[src/rtl/motor_pkg.sv]
// motor_pkg: shared FSM states, direction constants and saturation helpers for the motor driver.
package motor_pkg;
    typedef enum logic {DRIVE = 1'b0, DEAD = 1'b1} state_t;
    localparam logic FWD = 1'b1;
    localparam logic REV = 1'b0;
    function automatic int sat(input int v, input int maxmag);
        return v < -maxmag ? -maxmag : (v > maxmag ? maxmag : v);
    endfunction
    function automatic int abs(input int v);
        return v < 0 ? -v : v;
    endfunction
endpackage

[src/rtl/multi_motor_driver_if.sv]
// multi_motor_driver_if: velocity command inputs and H-bridge outputs of the multi-channel driver.
interface multi_motor_driver_if #(
    parameter int NUM_CH = 2,
    parameter int VEL_W = 8
);
    logic [NUM_CH*VEL_W-1:0] velocity;
    logic [NUM_CH-1:0] enable;
    logic [NUM_CH-1:0] ena;
    logic [NUM_CH-1:0] dir;
    logic [NUM_CH*VEL_W-1:0] vel_actual;
    logic [NUM_CH-1:0] reversing;
    logic period_start;
    modport master (output velocity, enable, input ena, dir, vel_actual, reversing, period_start);
    modport slave (input velocity, enable, output ena, dir, vel_actual, reversing, period_start);
endinterface

[src/rtl/motor_channel.sv]
// motor_channel: one H-bridge channel with slew-limited ramp, dead-time reversal FSM and PWM compare.
module motor_channel
    import motor_pkg::*;
#(
    parameter int VEL_W = 8,
    parameter int SLEW_STEP = 16,
    parameter int DEADTIME = 2
) (
    input  logic cclk,
    input  logic rstb,
    input  logic [VEL_W-2:0] cnt,
    input  logic boundary,
    input  logic signed [VEL_W-1:0] target,
    output logic ena,
    output logic dir,
    output logic reversing,
    output logic signed [VEL_W-1:0] actual
);
    localparam int MAXMAG = 2**(VEL_W-1) - 1;
    localparam int DW = DEADTIME > 0 ? $clog2(DEADTIME + 1) : 1;
    localparam logic signed [VEL_W:0] MM = (VEL_W+1)'(MAXMAG);
    localparam logic signed [VEL_W:0] SL = (VEL_W+1)'(SLEW_STEP > 2*MAXMAG ? 2*MAXMAG : SLEW_STEP);
    state_t state;
    logic [DW-1:0] dcnt;
    logic signed [VEL_W:0] a_x, t_x, to_t, to_z;
    logic [VEL_W-2:0] mag;
    logic opp;

    function automatic logic signed [VEL_W:0] step_to(input logic signed [VEL_W:0] a, input logic signed [VEL_W:0] t);
        logic signed [VEL_W:0] d, s, r;
        d = t - a;
        s = d > SL ? SL : (d < -SL ? -SL : d);
        r = a + s;
        return r > MM ? MM : (r < -MM ? -MM : r);
    endfunction

    assign a_x = {actual[VEL_W-1], actual};
    assign t_x = {target[VEL_W-1], target};
    assign to_t = step_to(a_x, t_x);
    assign to_z = step_to(a_x, '0);
    assign mag = (VEL_W-1)'(abs(int'(actual)));
    // a nonzero target opposes dir when its sign bit equals dir (FWD=1 vs negative)
    assign opp = (target != '0) && (target[VEL_W-1] == dir);

    always_ff @(posedge cclk or negedge rstb) begin
        if (!rstb) begin
            state <= DRIVE;
            dcnt <= '0;
            actual <= '0;
            dir <= FWD;
            reversing <= 1'b0;
            ena <= 1'b0;
        end else begin
            ena <= (state == DRIVE) && (mag > cnt);
            if (boundary) begin
                if (!opp) begin
                    state <= DRIVE;
                    reversing <= 1'b0;
                    actual <= VEL_W'(to_t);
                end else if (state == DRIVE && actual != '0) begin
                    actual <= VEL_W'(to_z);
                end else if (state == DRIVE && DEADTIME != 0) begin
                    state <= DEAD;
                    reversing <= 1'b1;
                    dcnt <= DW'(DEADTIME);
                end else if (state == DEAD && dcnt > DW'(1)) begin
                    dcnt <= dcnt - 1'b1;
                end else begin
                    dir <= dir == FWD ? REV : FWD;
                    actual <= VEL_W'(to_t);
                    state <= DRIVE;
                    reversing <= 1'b0;
                end
            end
        end
    end
endmodule

[src/rtl/multi_motor_driver.sv]
// multi_motor_driver: N-channel H-bridge driver sharing one prescaled PWM timebase.
module multi_motor_driver
    import motor_pkg::*;
#(
    parameter int NUM_CH = 2,
    parameter int VEL_W = 8,
    parameter int PRESCALE = 1,
    parameter int SLEW_STEP = 16,
    parameter int DEADTIME = 2
) (
    input logic cclk,
    input logic rstb,
    multi_motor_driver_if.slave bus
);
    localparam int MAXMAG = 2**(VEL_W-1) - 1;
    localparam int PW = PRESCALE > 1 ? $clog2(PRESCALE) : 1;
    logic [PW-1:0] pcnt;
    logic [VEL_W-2:0] cnt;
    logic tick, boundary, ps;
    logic [NUM_CH-1:0] ena_v, dir_v, rev_v;
    logic [NUM_CH*VEL_W-1:0] act_v;

    assign tick = pcnt == PW'(PRESCALE - 1);
    assign boundary = tick && cnt == (VEL_W-1)'(MAXMAG - 1);

    always_ff @(posedge cclk or negedge rstb) begin
        if (!rstb) begin
            pcnt <= '0;
            cnt <= '0;
            ps <= 1'b0;
        end else begin
            pcnt <= tick ? '0 : pcnt + 1'b1;
            if (tick) cnt <= boundary ? '0 : cnt + 1'b1;
            ps <= boundary;
        end
    end

    for (genvar i = 0; i < NUM_CH; i++) begin : g_ch
        logic signed [VEL_W-1:0] v, t, a;
        logic e, d, r;
        assign v = bus.velocity[i*VEL_W +: VEL_W];
        assign t = bus.enable[i] ? VEL_W'(sat(int'(v), MAXMAG)) : '0;
        motor_channel #(.VEL_W(VEL_W), .SLEW_STEP(SLEW_STEP), .DEADTIME(DEADTIME)) u_ch (
            .cclk(cclk), .rstb(rstb), .cnt(cnt), .boundary(boundary), .target(t),
            .ena(e), .dir(d), .reversing(r), .actual(a)
        );
        assign ena_v[i] = e;
        assign dir_v[i] = d;
        assign rev_v[i] = r;
        assign act_v[i*VEL_W +: VEL_W] = a;
    end

    assign bus.ena = ena_v;
    assign bus.dir = dir_v;
    assign bus.reversing = rev_v;
    assign bus.vel_actual = act_v;
    assign bus.period_start = ps;
endmodule

[src/flat_wrapper.sv]
// flat-port wrapper written by rule: the top's interface ports become plain ports
module multi_motor_driver_flat import motor_pkg::*;
#(
    parameter int NUM_CH = 2,
    parameter int VEL_W = 8,
    parameter int PRESCALE = 1,
    parameter int SLEW_STEP = 16,
    parameter int DEADTIME = 2
)
  (cclk, rstb, bus_velocity, bus_enable, bus_ena, bus_dir, bus_vel_actual, bus_reversing, bus_period_start);
  multi_motor_driver_if #(.NUM_CH(NUM_CH), .VEL_W(VEL_W)) bus_i ();
  input logic cclk;
  input logic rstb;
  input wire logic [$bits(bus_i.velocity)-1:0] bus_velocity;
  input wire logic [$bits(bus_i.enable)-1:0] bus_enable;
  output wire logic [$bits(bus_i.ena)-1:0] bus_ena;
  output wire logic [$bits(bus_i.dir)-1:0] bus_dir;
  output wire logic [$bits(bus_i.vel_actual)-1:0] bus_vel_actual;
  output wire logic [$bits(bus_i.reversing)-1:0] bus_reversing;
  output wire logic [$bits(bus_i.period_start)-1:0] bus_period_start;
  assign bus_i.velocity = bus_velocity;
  assign bus_i.enable = bus_enable;
  assign bus_ena = bus_i.ena;
  assign bus_dir = bus_i.dir;
  assign bus_vel_actual = bus_i.vel_actual;
  assign bus_reversing = bus_i.reversing;
  assign bus_period_start = bus_i.period_start;
  multi_motor_driver #(.NUM_CH(NUM_CH), .VEL_W(VEL_W), .PRESCALE(PRESCALE), .SLEW_STEP(SLEW_STEP), .DEADTIME(DEADTIME)) u_core (.cclk(cclk), .rstb(rstb), .bus(bus_i));
endmodule
[config.mk]
export PLATFORM = sky130hd
export DESIGN_NAME = multi_motor_driver_flat
export DESIGN_NICKNAME = d
export VERILOG_FILES = /design/src/rtl/motor_pkg.sv /design/src/rtl/multi_motor_driver_if.sv /design/src/rtl/motor_channel.sv /design/src/rtl/multi_motor_driver.sv /design/src/flat_wrapper.sv
export SDC_FILE = /design/constraint.sdc
export NUM_CORES = 1
export LEC_CHECK = 0
export BUFFER_PORTS_ARGS = -buffer_cell sky130_fd_sc_hd__buf_2
export CORE_MARGIN = 2
export CORE_UTILIZATION = 34
export CTS_CLUSTER_DIAMETER = 150
export DETAILED_ROUTE_END_ITERATION = 8
export GPL_TIMING_DRIVEN = 0
export PLACE_DENSITY = 0.5
export SLEW_MARGIN = 20
export SYNTH_ARGS = -nofsm -noshare
export SYNTH_HDL_FRONTEND = slang
export SYNTH_SLANG_ARGS = --single-unit
[constraint.sdc]
create_clock -name cclk -period 5.9 [get_ports cclk]
set_clock_uncertainty 0.15 [all_clocks]
set_input_delay 0.885 -clock cclk [delete_from_list [all_inputs] [get_ports cclk]]
set_output_delay 0.885 -clock cclk [all_outputs]
set_load 0.01 [all_outputs]
==> summary.txt, run 1 <==
Peak supply drop: 0.000120 V
Fill cells: 1694
Worst Tran Pin Value: 1000 ps
Yosys reg bits: 36
asr flop ratio synth: 100%
IO Pins: 43
Gate Count Post-Synth: 741
core area: 16500 um2
Yosys warning count: 0
power per cell area: 220 nW/um2
status: finished, final reports clean
Cell Rows: 47
hpwl dp: 13400 um
Die Ht: 134 um
Vias/cell: 5.65
Leak: 3.09 nW
final hold violation count: 0
critical path arrival: 5710 ps
Seq/Total Area, Yosys: 15.8%
crit start category: primary input
first-pass GRT wire length: 28000 um
Clock transition at path regs: 60 ps
crit path max fanout: 5
Hold Crit Class: reg -> reg
final-stage net count: 910
FF-to-FF path depth: 21
final design utilization: 42.8%
Initial Util: 34.7%
largest net degree at the start of global routing: 37
die area: 17900 um2
CP required: 5900 ps
Starting DRT DRC Count: 320
WHS: 343 ps
max capacitance violation total: 0
WL per Instance: 16.9 um
FF-to-FF End: u_core.g_ch[1].u_ch.actual[0]
Die Span X: 134 um
clk_lat worst skew: 280 ps
Slew headroom: 32.6%
RD Place Congestion: 0.894
CTS Buf Count: 5
Reg-to-Reg Start: u_core.g_ch[1].u_ch.actual[1]
Post-Route WL: 17400 um
library cells used by synthesis: 86
r2r setup slk: 280 ps
first drt pass iteration count: 5
CTS Root Cell: clkbuf_16
final cell count without fillers: 1031
vias in the first global route: 5674
Post-DRT Antenna Nets: 0
final critical-path share of the clock period: 96.8%
synth top area cells: ha_1, dfrtp_1, xnor2_1, nor2_1, a21oi_1
CTS tree: yes
count of pins over their slew limit: 0
Synth Cell Area: 5730 um2
DP Cell Count: 1003
Setup WS pre-CTS: -949 ps
# clock sinks: 36
clock buffer depth: 2
CTS Hold Bufs: 0
layout cells sized above 1: 24.0%
ANT cells: 0
area share of the largest cell type after synthesis: 16.6%
H-tree levels: 2
Final min period: 5710 ps
CP endpoint kind: flop
post-route cell area: 7080 um2
Yosys top cell by area: ha_1
WS Path Type: in -> reg
synth-to-layout area growth: 23.6%
Post-route DRC: 0
via count: 5827
Fmax: 175 MHz
initial antenna violation count: 0
Global Route Usage Sum: 19.2%
Port Buffers: 42
final setup vio count: 0
worst setup margin: 191 ps
syn_nets: 841
Hold Path End: u_core.g_ch[0].u_ch.reversing
aggregate global routing overflow: 0
number of synthesized flops with an enable pin: 0
Most used DFF post-synth: dfrtp_1
Post-DP Area: 6230 um2
Syn Area/Cell: 7.73 um2
worst hold path stage count: 1
Hold Crit Start: u_core.g_ch[0].u_ch.reversing
## Yosys cell counts, types with 4 or more instances
master,n
and3_1,5
nand2_1,42
nand3b_1,4
a31oi_1,5
nor4_1,6
o2111ai_1,4
o21bai_1,7
a221oi_1,5
o21a_1,5
nand2b_1,13
nand3_1,20
o31ai_1,10
fa_1,4
nor2_1,93
o211ai_1,5
nand4_1,8
and2_1,18
o22ai_1,4
o211a_1,5
nor2b_1,8
dfrtp_1,34
xor2_1,17
or2_2,7
ha_1,76
nor3b_1,4
a21oi_1,49
or3_1,6
nor3_1,30
a2111oi_0,4
nand4b_1,4
a211oi_1,12
or4_1,4
buf_2,4
o21ai_0,35
xnor2_1,44
buf_4,7
inv_1,46
a21o_1,9
clkbuf_1,8
## kinds of logic (layout without fill, tap and decap cells)
group	count (synthesis)	in the layout	share of synthesized area, %
and+or+nand+nor	293	293	26.6
AOI/OAI and AO/OA	193	193	23.2
adders and majority gates	81	81	18.2
buffers and inverters	71	141	5.66
xor gates and xnor gates	62	62	9.61
DFF	36	36	15.8
muxes	5	5	0.939
## metal layers
metal	wire [um]	share of wire, %	vias up	track usage (%)
met4	616	3.5	0	7.51
li1	-	-	2849	-
met5	0	0	-	0
met3	618	3.5	45	1.66
met1	7560	43	2775	23.5
met2	8650	50	158	34.8
## area by class of cell
cell class                      instances  area (um2)  area share (%)
Buffer                                 24         155            2.19
Clock buffer                            6         139            1.96
Clock inverter                          2        10.0           0.141
Inverter                               47         176            2.49
Multi-Input combinational cell        634        5050            71.4
Sequential cell                        36         910            12.9
Tap cell                              220         275            3.89
Timing Repair Buffer                   62         360            5.09
## layout by cell type (no fill, tap or decap), types with 8 or more instances in the layout
cell      instances
buf_4            27
and2_1           16
a21o_1            9
nor2_1           90
nor2b_1           8
nand2_1          40
ha_1             64
o21ai_0          31
xor2_1           17
a211oi_2          8
nand4_1           8
nor3_1           29
xnor2_2           8
nand2b_1         13
a21oi_1          44
nand3_1          19
dfrtp_1          31
inv_1            44
xnor2_1          37
buf_2            46
## timing repair
action,in CTS,in global routing
setup buffers,7,13
gates resized for setup,49,62
setup endpoints to repair,15,15
cloned,0,0
pin swaps,8,27
## report_power, final
part / total, W / leakage (nW) / internal (W) / switching (W)
clock: 0.000275 / 0.0766 / 0.000167 / 0.000109
combinational: 0.00100 / 2.60 / 0.000440 / 0.000561
sequential: 0.000281 / 0.418 / 0.000256 / 0.0000254
## flip-flops by register name, indices dropped and copies added (netlist names)
| name | flops |
|---|---|
| u_core.g_ch.u_ch.state | 2 |
| u_core.g_ch.u_ch.dcnt | 4 |
| u_core.g_ch.u_ch.dir | 2 |
| u_core.cnt | 7 |
| u_core.g_ch.u_ch.actual | 16 |
| u_core.bus.period_start | 1 |
| u_core.g_ch.u_ch.reversing | 2 |
| u_core.g_ch.u_ch.ena | 2 |
## how the worst max path moves through the flow
stage,from,to,slack [ps],cells past startpoint
after floorplan,bus_velocity[13],u_core.g_ch[1].u_ch.actual[4],8,23
after global placement,bus_velocity[6],u_core.g_ch[0].u_ch.actual[1],-870,25
after detailed placement,bus_velocity[6],u_core.g_ch[0].u_ch.actual[1],-950,25
after CTS,bus_velocity[9],u_core.g_ch[1].u_ch.actual[4],0.4,24
after global routing,bus_velocity[6],u_core.g_ch[0].u_ch.actual[3],-30,28
final,bus_velocity[6],u_core.g_ch[0].u_ch.actual[3],190,28
## critical path, stage by stage
cell	delay [ps]
buf_2	120
nor4_4	280
and3_1	200
o21ai_2	80
ha_4	180
inv_1	50
ha_2	200
a21oi_4	70
a21bo_2	220
and3_4	180
or2_4	230
nor2_2	100
nand4_1	100
ha_1	340
inv_2	60
o21ai_4	80
nor2_1	70
ha_2	190
fa_2	390
a211oi_2	220
o21bai_1	100
a21oi_2	180
o2bb2ai_2	140
xnor2_2	110
xnor2_2	330
buf_4	190
a21oi_1	60
a221o_1	350
## per-stage QoR
step	setup TNS [ps]	power [W]
4_1_cts	0	0.00144
6_report	0	0.00156
5_1_grt	-50.9	0.00168
2_1_floorplan	0	0.000883
3_3_place_gp	-10180	0.00105
3_5_place_dp	-11690	0.00106
Note: power is estimated with default switching activity, not from simulation.
==> run 2, diff against run 1 <==
Settings changed: PLACE_DENSITY 0.5 to 0.48, SLEW_MARGIN 20 to 30.
Clock period 5.9 ns to 6.3 ns, I/O delays scaled along.
==> run 2 against run 1 <==
Effect of this change: critical path depth down 3; routed wire length down 2.5%; clock power up 35%; power decreased by 2.8%; utilization down 1.5 points; sequential share of layout area rose by 0.38 points; non-clock buffer count decreased by 6; worst setup slack better by 43 ps; global-route usage shrank 0.23 points; first-iteration DRC count down 11%; final area shrank 3.4%; highest routed layer unchanged.
==> summary.txt, run 2 (synthesis results as in run 1) <==
final setup vio count: 0 (unchanged)
Worst Tran Pin Value: 818 ps (-182 ps)
commonest cells after routing, fill and taps aside: nor2_1, ha_1, inv_1, buf_2, a21oi_1
max FFs per register: 16 (unchanged)
Post-route DRC: 0 (unchanged)
Buf/Inv on CP: 2 (-2)
cell count along the critical path: 25 (-11%)
vias in the first global route: 5619 (-0.97%)
largest register by flop count: u_core.g_ch.u_ch.actual
die area: 17900 um2 (unchanged)
Final min period: 6070 ps
core area: 16500 um2 (unchanged)
Initial Util: 34.7% (unchanged)
commonest non-fill, non-tap cell in the layout: nor2_1
Starting DRT DRC Count: 286 (-11%)
layout cells sized above 1: 18.8% (-5.3 points)
Port Buffers: 42 (unchanged)
IO Pins: 43 (unchanged)
critical path arrival: 6110 ps (+400 ps)
max capacitance violation total: 0 (unchanged)
crit start category: primary input
Post-DP Area: 6210 um2 (-0.22%)
first-pass GRT wire length: 27600 um (-1.6%)
Leak: 3.05 nW (-1.2%)
Worst path slowest cell: or4_4
Die Span X: 134 um (unchanged)
RSZ-0062 raised after global routing: yes
WL per Instance: 16.6 um (-2.0%)
via count: 5765 (-1.1%)
Global Route Usage Sum: 19.0% (-0.23 points)
crit path max fanout: 6 (+1)
CP top delay family: compound AO/OA/AOI/OAI gates
CP required: 6340 ps (+440 ps)
count of pins over their slew limit: 0 (unchanged)
Slew headroom: 44.9% (+12 points)
largest net degree at the start of global routing: 37 (unchanged)
CTS Root Cell: clkbuf_16
clk_lat worst skew: 290 ps (about the same)
first drt pass iteration count: 4 (-1)
status: finished, final reports clean
aggregate global routing overflow: 0 (unchanged)
worst hold path stage count: 1 (unchanged)
hpwl dp: 13400 um (+0.20%)
post-route cell area: 6830 um2 (-3.4%)
Fill cells: 1709 (+0.89%)
ANT cells: 0 (unchanged)
Clock transition at path regs: 60 ps (about the same)
CTS tree: yes
Fin Setup TNS: 0 ps (unchanged)
WS Path Type: in -> reg
# clock sinks: 36 (unchanged)
clock buffer depth: 2 (unchanged)
RD Place Congestion: 0.903 (+0.97%)
CTS Buf Count: 5 (unchanged)
synth-to-layout area growth: 19.3%
CP endpoint kind: flop
Hold Crit Class: reg -> reg
Crit path largest cell delay: 580 ps (+190 ps)
Die Ht: 134 um (unchanged)
Fmax: 165 MHz
H-tree levels: 2 (unchanged)
Vias/cell: 5.62 (-0.48%)
Peak supply drop: 0.000111 V (-7.7%)
initial antenna violation count: 0 (unchanged)
Largest regs: u_core.g_ch.u_ch.actual: 16 flops, u_core.cnt: 7 flops, u_core.g_ch.u_ch.dcnt: 4 flops
Post-Route WL: 17000 um (-2.5%)
Cell Rows: 47 (unchanged)
Post-DRT Antenna Nets: 0 (unchanged)
power per cell area: 221 nW/um2 (+0.59%)
FF-to-FF path depth: 22 (+4.8%)
final-stage net count: 904 (-0.66%)
final critical-path share of the clock period: 96.3%
final hold violation count: 0 (unchanged)
-- run 2: cell types whose count changed in the layout (fill, tap and decap cells not counted), moves of 3 or more --
cell       delta
ha_1         +10
xnor2_2       -3
ha_4          -5
buf_4         -7
a211oi_1      +4
bufinv_16     +3
ha_2          -5
xnor2_1       +3
a211oi_2      -4
-- run 2: per-stage QoR --
step | instances | setup WS, ps | hold WS [ps] | total power [W] | util [%]
floorplan | 741 | 176 | 315 | 0.000824 | -
global placement | 1003 | -899 | 326 | 0.000982 | 37.6
detailed placement | 1003 | -1000 | 344 | 0.000992 | 37.6
CTS | 1016 | 11.7 | 358 | 0.00142 | 39.6
global route | 1025 | -90.4 | 395 | 0.00163 | 41.4
finish | 1025 | 234 | 357 | 0.00151 | 41.4
-- run 2: worst paths after layout --
path                                          startpoint                       endpoint  slack [ps]
setup / recovery                         bus_velocity[9]  u_core.g_ch[1].u_ch.actual[4]         230
hold / removal             u_core.g_ch[0].u_ch.reversing  u_core.g_ch[0].u_ch.reversing         360
setup reg to reg           u_core.g_ch[1].u_ch.actual[1]  u_core.g_ch[1].u_ch.actual[4]         360
hold reg to reg            u_core.g_ch[0].u_ch.reversing  u_core.g_ch[0].u_ch.reversing         360
max in group asynchronous                           rstb  u_core.g_ch[0].u_ch.actual[1]        5070
min in group asynchronous                           rstb    u_core.g_ch[0].u_ch.dcnt[1]         450
-- run 2: layer usage --
metal	GRT usage [%]	wire, um	part of all wire (%)
met1	23.3	7620	45
met2	35.0	8500	50
met3	1.40	475	2.8
met4	6.38	404	2.4
met5	0	0	0
-- run 2: final cells by class --
cell class,instances,area [um2],share of cell area (%)
buffer,24,149,2.18
sequential,36,905,13.2
clock inverter,3,90.1,1.32
inverter,47,176,2.58
multi-input combinational,634,4780,69.9
tap,220,275,4.03
clock buffer,5,125,1.83
timing repair buffer,56,335,4.91
-- run 2: what timing repair did --
item | CTS | global route
endpoints found under the setup margin | 15 | 16
gates resized for setup | 14 | 46
hold endpoints to repair | 0 | 0
cloned | 0 | 0
pin swaps | 2 | 15
buffers inserted | 5 | 8
hold buffers | 0 | 0
-- run 2: where the power goes --
group	total, W	internal [W]	switching (W)	leakage, nW
clock	0.000372	0.000267	0.000105	0.104
sequential	0.000262	0.000239	0.0000229	0.421
combinational	0.000879	0.000379	0.000501	2.53
total	0.00151	0.000885	0.000629	3.05
-- run 2: worst register-to-register path, cell delays in order (launching register included) --
cell,delay (ps)
dfrtp_1,510
buf_2,310
a21boi_1,340
nor2_1,80
ha_1,260
or4_4,580
o211ai_1,140
xnor2_1,240
and3_1,240
nand3_2,100
ha_4,320
nor3_1,80
ha_1,230
fa_2,370
a21oi_2,180
o2111ai_2,170
a21o_1,210
a21oi_1,160
xnor2_1,180
a41oi_2,120
o22ai_4,270
or3b_1,370
a211oi_1,250
==> run 3, diff against run 2 <==
Settings changed: ABC_AREA set to 1, CORE_UTILIZATION 34 to 35, PLACE_DENSITY 0.48 to 0.51.
Clock period 6.3 ns to 5.43 ns, I/O delays scaled along.
==> run 3 against run 2 <==
Effect of this change: sequential share of layout area up 0.56 points; global-route usage is 0.87 points lower; sequential power is 3% higher; critical path type is now reg -> reg; utilization is 0.15 points lower; hold slack worse by 30 ps; die area fell by 1.8%; largest power group is now the clock network; register-to-register slack gained 60 ps.
==> summary.txt, run 3 <==
Post-route DRC: 0 (unchanged)
max capacitance violation total: 0 (unchanged)
Post-Route WL: 15900 um (-6.5%)
syn_nets: 1031 (+23%)
CTS Root Cell: clkbuf_16
Yosys reg bits: 36 (unchanged)
Most used DFF post-synth: dfrtp_1
commonest non-fill, non-tap cell in the layout: nand2_1
Synth Cell Area: 5780 um2 (+0.98%)
number of synthesized flops with an enable pin: 0 (unchanged)
Largest regs: u_core.g_ch.u_ch.actual: 16 flops, u_core.cnt: 7 flops, u_core.g_ch.u_ch.dcnt: 4 flops
Worst Tran Pin Value: 819 ps (+0.190 ps)
CP required: 5490 ps (-850 ps)
CP most frequent cell: nand2_1
first drt pass iteration count: 4 (unchanged)
aggregate global routing overflow: 0 (unchanged)
final critical-path share of the clock period: 92.2%
Final Power: 0.000734 W (-52%)
Fmax: 200 MHz
count of pins over their slew limit: 0 (unchanged)
# clock sinks: 36 (unchanged)
vias in the first global route: 5314 (-5.4%)
Vias/cell: 4.86 (-14%)
Slew headroom: 45.4% (+0.56 points)
initial antenna violation count: 0 (unchanged)
status: finished, final reports clean
commonest cells after routing, fill and taps aside: nand2_1, inv_1, ha_1
Global Route Usage Sum: 18.1% (-0.87 points)
power per cell area: 111 nW/um2 (-50%)
Post-DRT Antenna Nets: 0 (unchanged)
RSZ-0062 raised after global routing: no
Worst path slowest cell: dfrtp_4
Leak: 3.80 nW (+25%)
Post-Route M1 WL: 8400 um (+10%)
final-stage net count: 1087 (+20%)
library cells used by synthesis: 41 (-52%)
asr flop ratio synth: 100% (unchanged)
Clock transition at path regs: 50 ps (about the same)
WHS: 328 ps (-29.6 ps)
Die Span X: 133 um (-0.93%)
H-tree levels: 2 (unchanged)
Yosys top cell by area: nand2_1
Final min period: 5010 ps
clock buffer depth: 2 (unchanged)
Setup WS pre-CTS: -9.09 ps (+993 ps)
CP endpoint kind: flop
clk_lat worst skew: 280 ps (about the same)
Cell Rows: 46 (-2.1%)
hpwl dp: 13000 um (-3.3%)
final hold violation count: 0 (unchanged)
layout cells sized above 1: 15.0% (-3.8 points)
WS Path Type: reg -> reg
core area: 16000 um2 (-3.2%)
Yosys warning count: 0 (unchanged)
max FFs per register: 16 (unchanged)
Port Buffers: 42 (unchanged)
max layer used: met4
critical path arrival: 5070 ps (-1040 ps)
worst setup margin: 423 ps (+189 ps)
Peak supply drop: 0.000108 V (-2.6%)
die area: 17600 um2 (-1.8%)
Syn Area/Cell: 6.21 um2 (-20%)
crit path max fanout: 9 (+3)
met2 WL post-DR: 6950 um (-18%)
ANT cells: 0 (unchanged)
commonest cells in the synthesized netlist: nand2_1, inv_1, ha_1
WL per Instance: 13.2 um (-20%)
CTS Hold Bufs: 0 (unchanged)
synth-to-layout area growth: 14.0%
largest register by flop count: u_core.g_ch.u_ch.actual
crit start category: flop
Initial Util: 36.1% (+1.5 points)
Starting DRT DRC Count: 245 (-14%)
Hold Crit Class: reg -> reg
WL met3: 444 um (-6.5%)
synth top area cells: nand2_1, ha_1, dfrtp_1, inv_1, a21oi_1
Seq/Total Area, Yosys: 15.6% (-0.15 points)
area share of the largest cell type after synthesis: 16.5% (-0.12 points)
IO Pins: 43 (unchanged)
final setup vio count: 0 (unchanged)
RD Place Congestion: 0.876 (-3.0%)
via count: 5847 (+1.4%)
CTS tree: yes
Die Ht: 133 um (-0.93%)
top-count cell post-synth: nand2_1
r2r setup slk: 420 ps (+60 ps)
first-pass GRT wire length: 26400 um (-4.3%)
CTS Buf Count: 5 (unchanged)
largest net degree at the start of global routing: 37 (unchanged)
Gate Count Post-Synth: 931 (+26%)
Crit path largest cell delay: 530 ps (-50 ps)
-- run 3: path summary, 6_finish.rpt --
path | from | to | cells after the start
setup / recovery | u_core.g_ch[1].u_ch.actual[1] | u_core.g_ch[1].u_ch.actual[0] | 31
setup reg to reg | u_core.g_ch[1].u_ch.actual[1] | u_core.g_ch[1].u_ch.actual[0] | 31
min in group asynchronous | rstb | u_core.g_ch[1].u_ch.dcnt[1] | 1
hold / removal | u_core.g_ch[0].u_ch.reversing | u_core.g_ch[0].u_ch.reversing | 2
max in group asynchronous | rstb | u_core.g_ch[1].u_ch.actual[1] | 1
hold reg to reg | u_core.g_ch[0].u_ch.reversing | u_core.g_ch[0].u_ch.reversing | 2
-- run 3: layout make-up --
class,instances,area [um2]
multi-input combinational,720,4310
fill,1795,9410
buffer,15,93.8
timing repair buffer,49,263
inverter,160,601
sequential,36,910
tap,216,270
clock buffer,8,146
-- run 3: power by group --
part,leakage [nW],internal (W),switching [W],total (W)
Clock,0.0712,0.000183,0.000102,0.000285
Combinational,3.28,0.0000635,0.000117,0.000180
Sequential,0.445,0.000269,0,0.000269
-- run 3: what timing repair did --
| item | CTS | global route |
|---|---|---|
| gates resized for setup | 0 | 40 |
| setup endpoints to repair | 0 | 15 |
| setup buffers | 0 | 7 |
-- run 3: metal layers --
metal	vias up	GRT usage, %
met3	7	1.61
met1	2613	26.7
met4	0	2.69
met2	85	29.2
met5	-	0
li1	3142	-
-- run 3: stage by stage --
step	instances	area (um2)	utilization [%]	setup TNS [ps]
global placement	1189	6260	39.1	-21.0
floorplan	931	5780	-	0
finish	1204	6590	41.2	0
CTS	1197	6410	40.1	0
global route	1204	6590	41.2	0
detailed placement	1189	6260	39.1	-17.5
-- run 3: cell families (layout without fill, tap and decap cells) --
| logic type | Yosys count | count (layout) | synth area share (%) |
|---|---|---|---|
| and+or+nand+nor | 472 | 472 | 36.5 |
| buffers and inverters | 175 | 232 | 12.0 |
| AOI/OAI and AO/OA | 132 | 132 | 12.5 |
| adders and majority gates | 80 | 80 | 17.8 |
| DFF | 36 | 36 | 15.6 |
| xor gates and xnor gates | 35 | 35 | 5.30 |
| muxes | 1 | 1 | 0.195 |
-- run 3: worst max-delay path, delay by kind of cell (launching register included) --
family / cells / cell delay, ps
simple gates: 20 / 2150
fa+ha+maj: 5 / 1310
flops: 1 / 530
buf+inv: 4 / 390
xor+xnor: 1 / 220
compound gates: 1 / 190
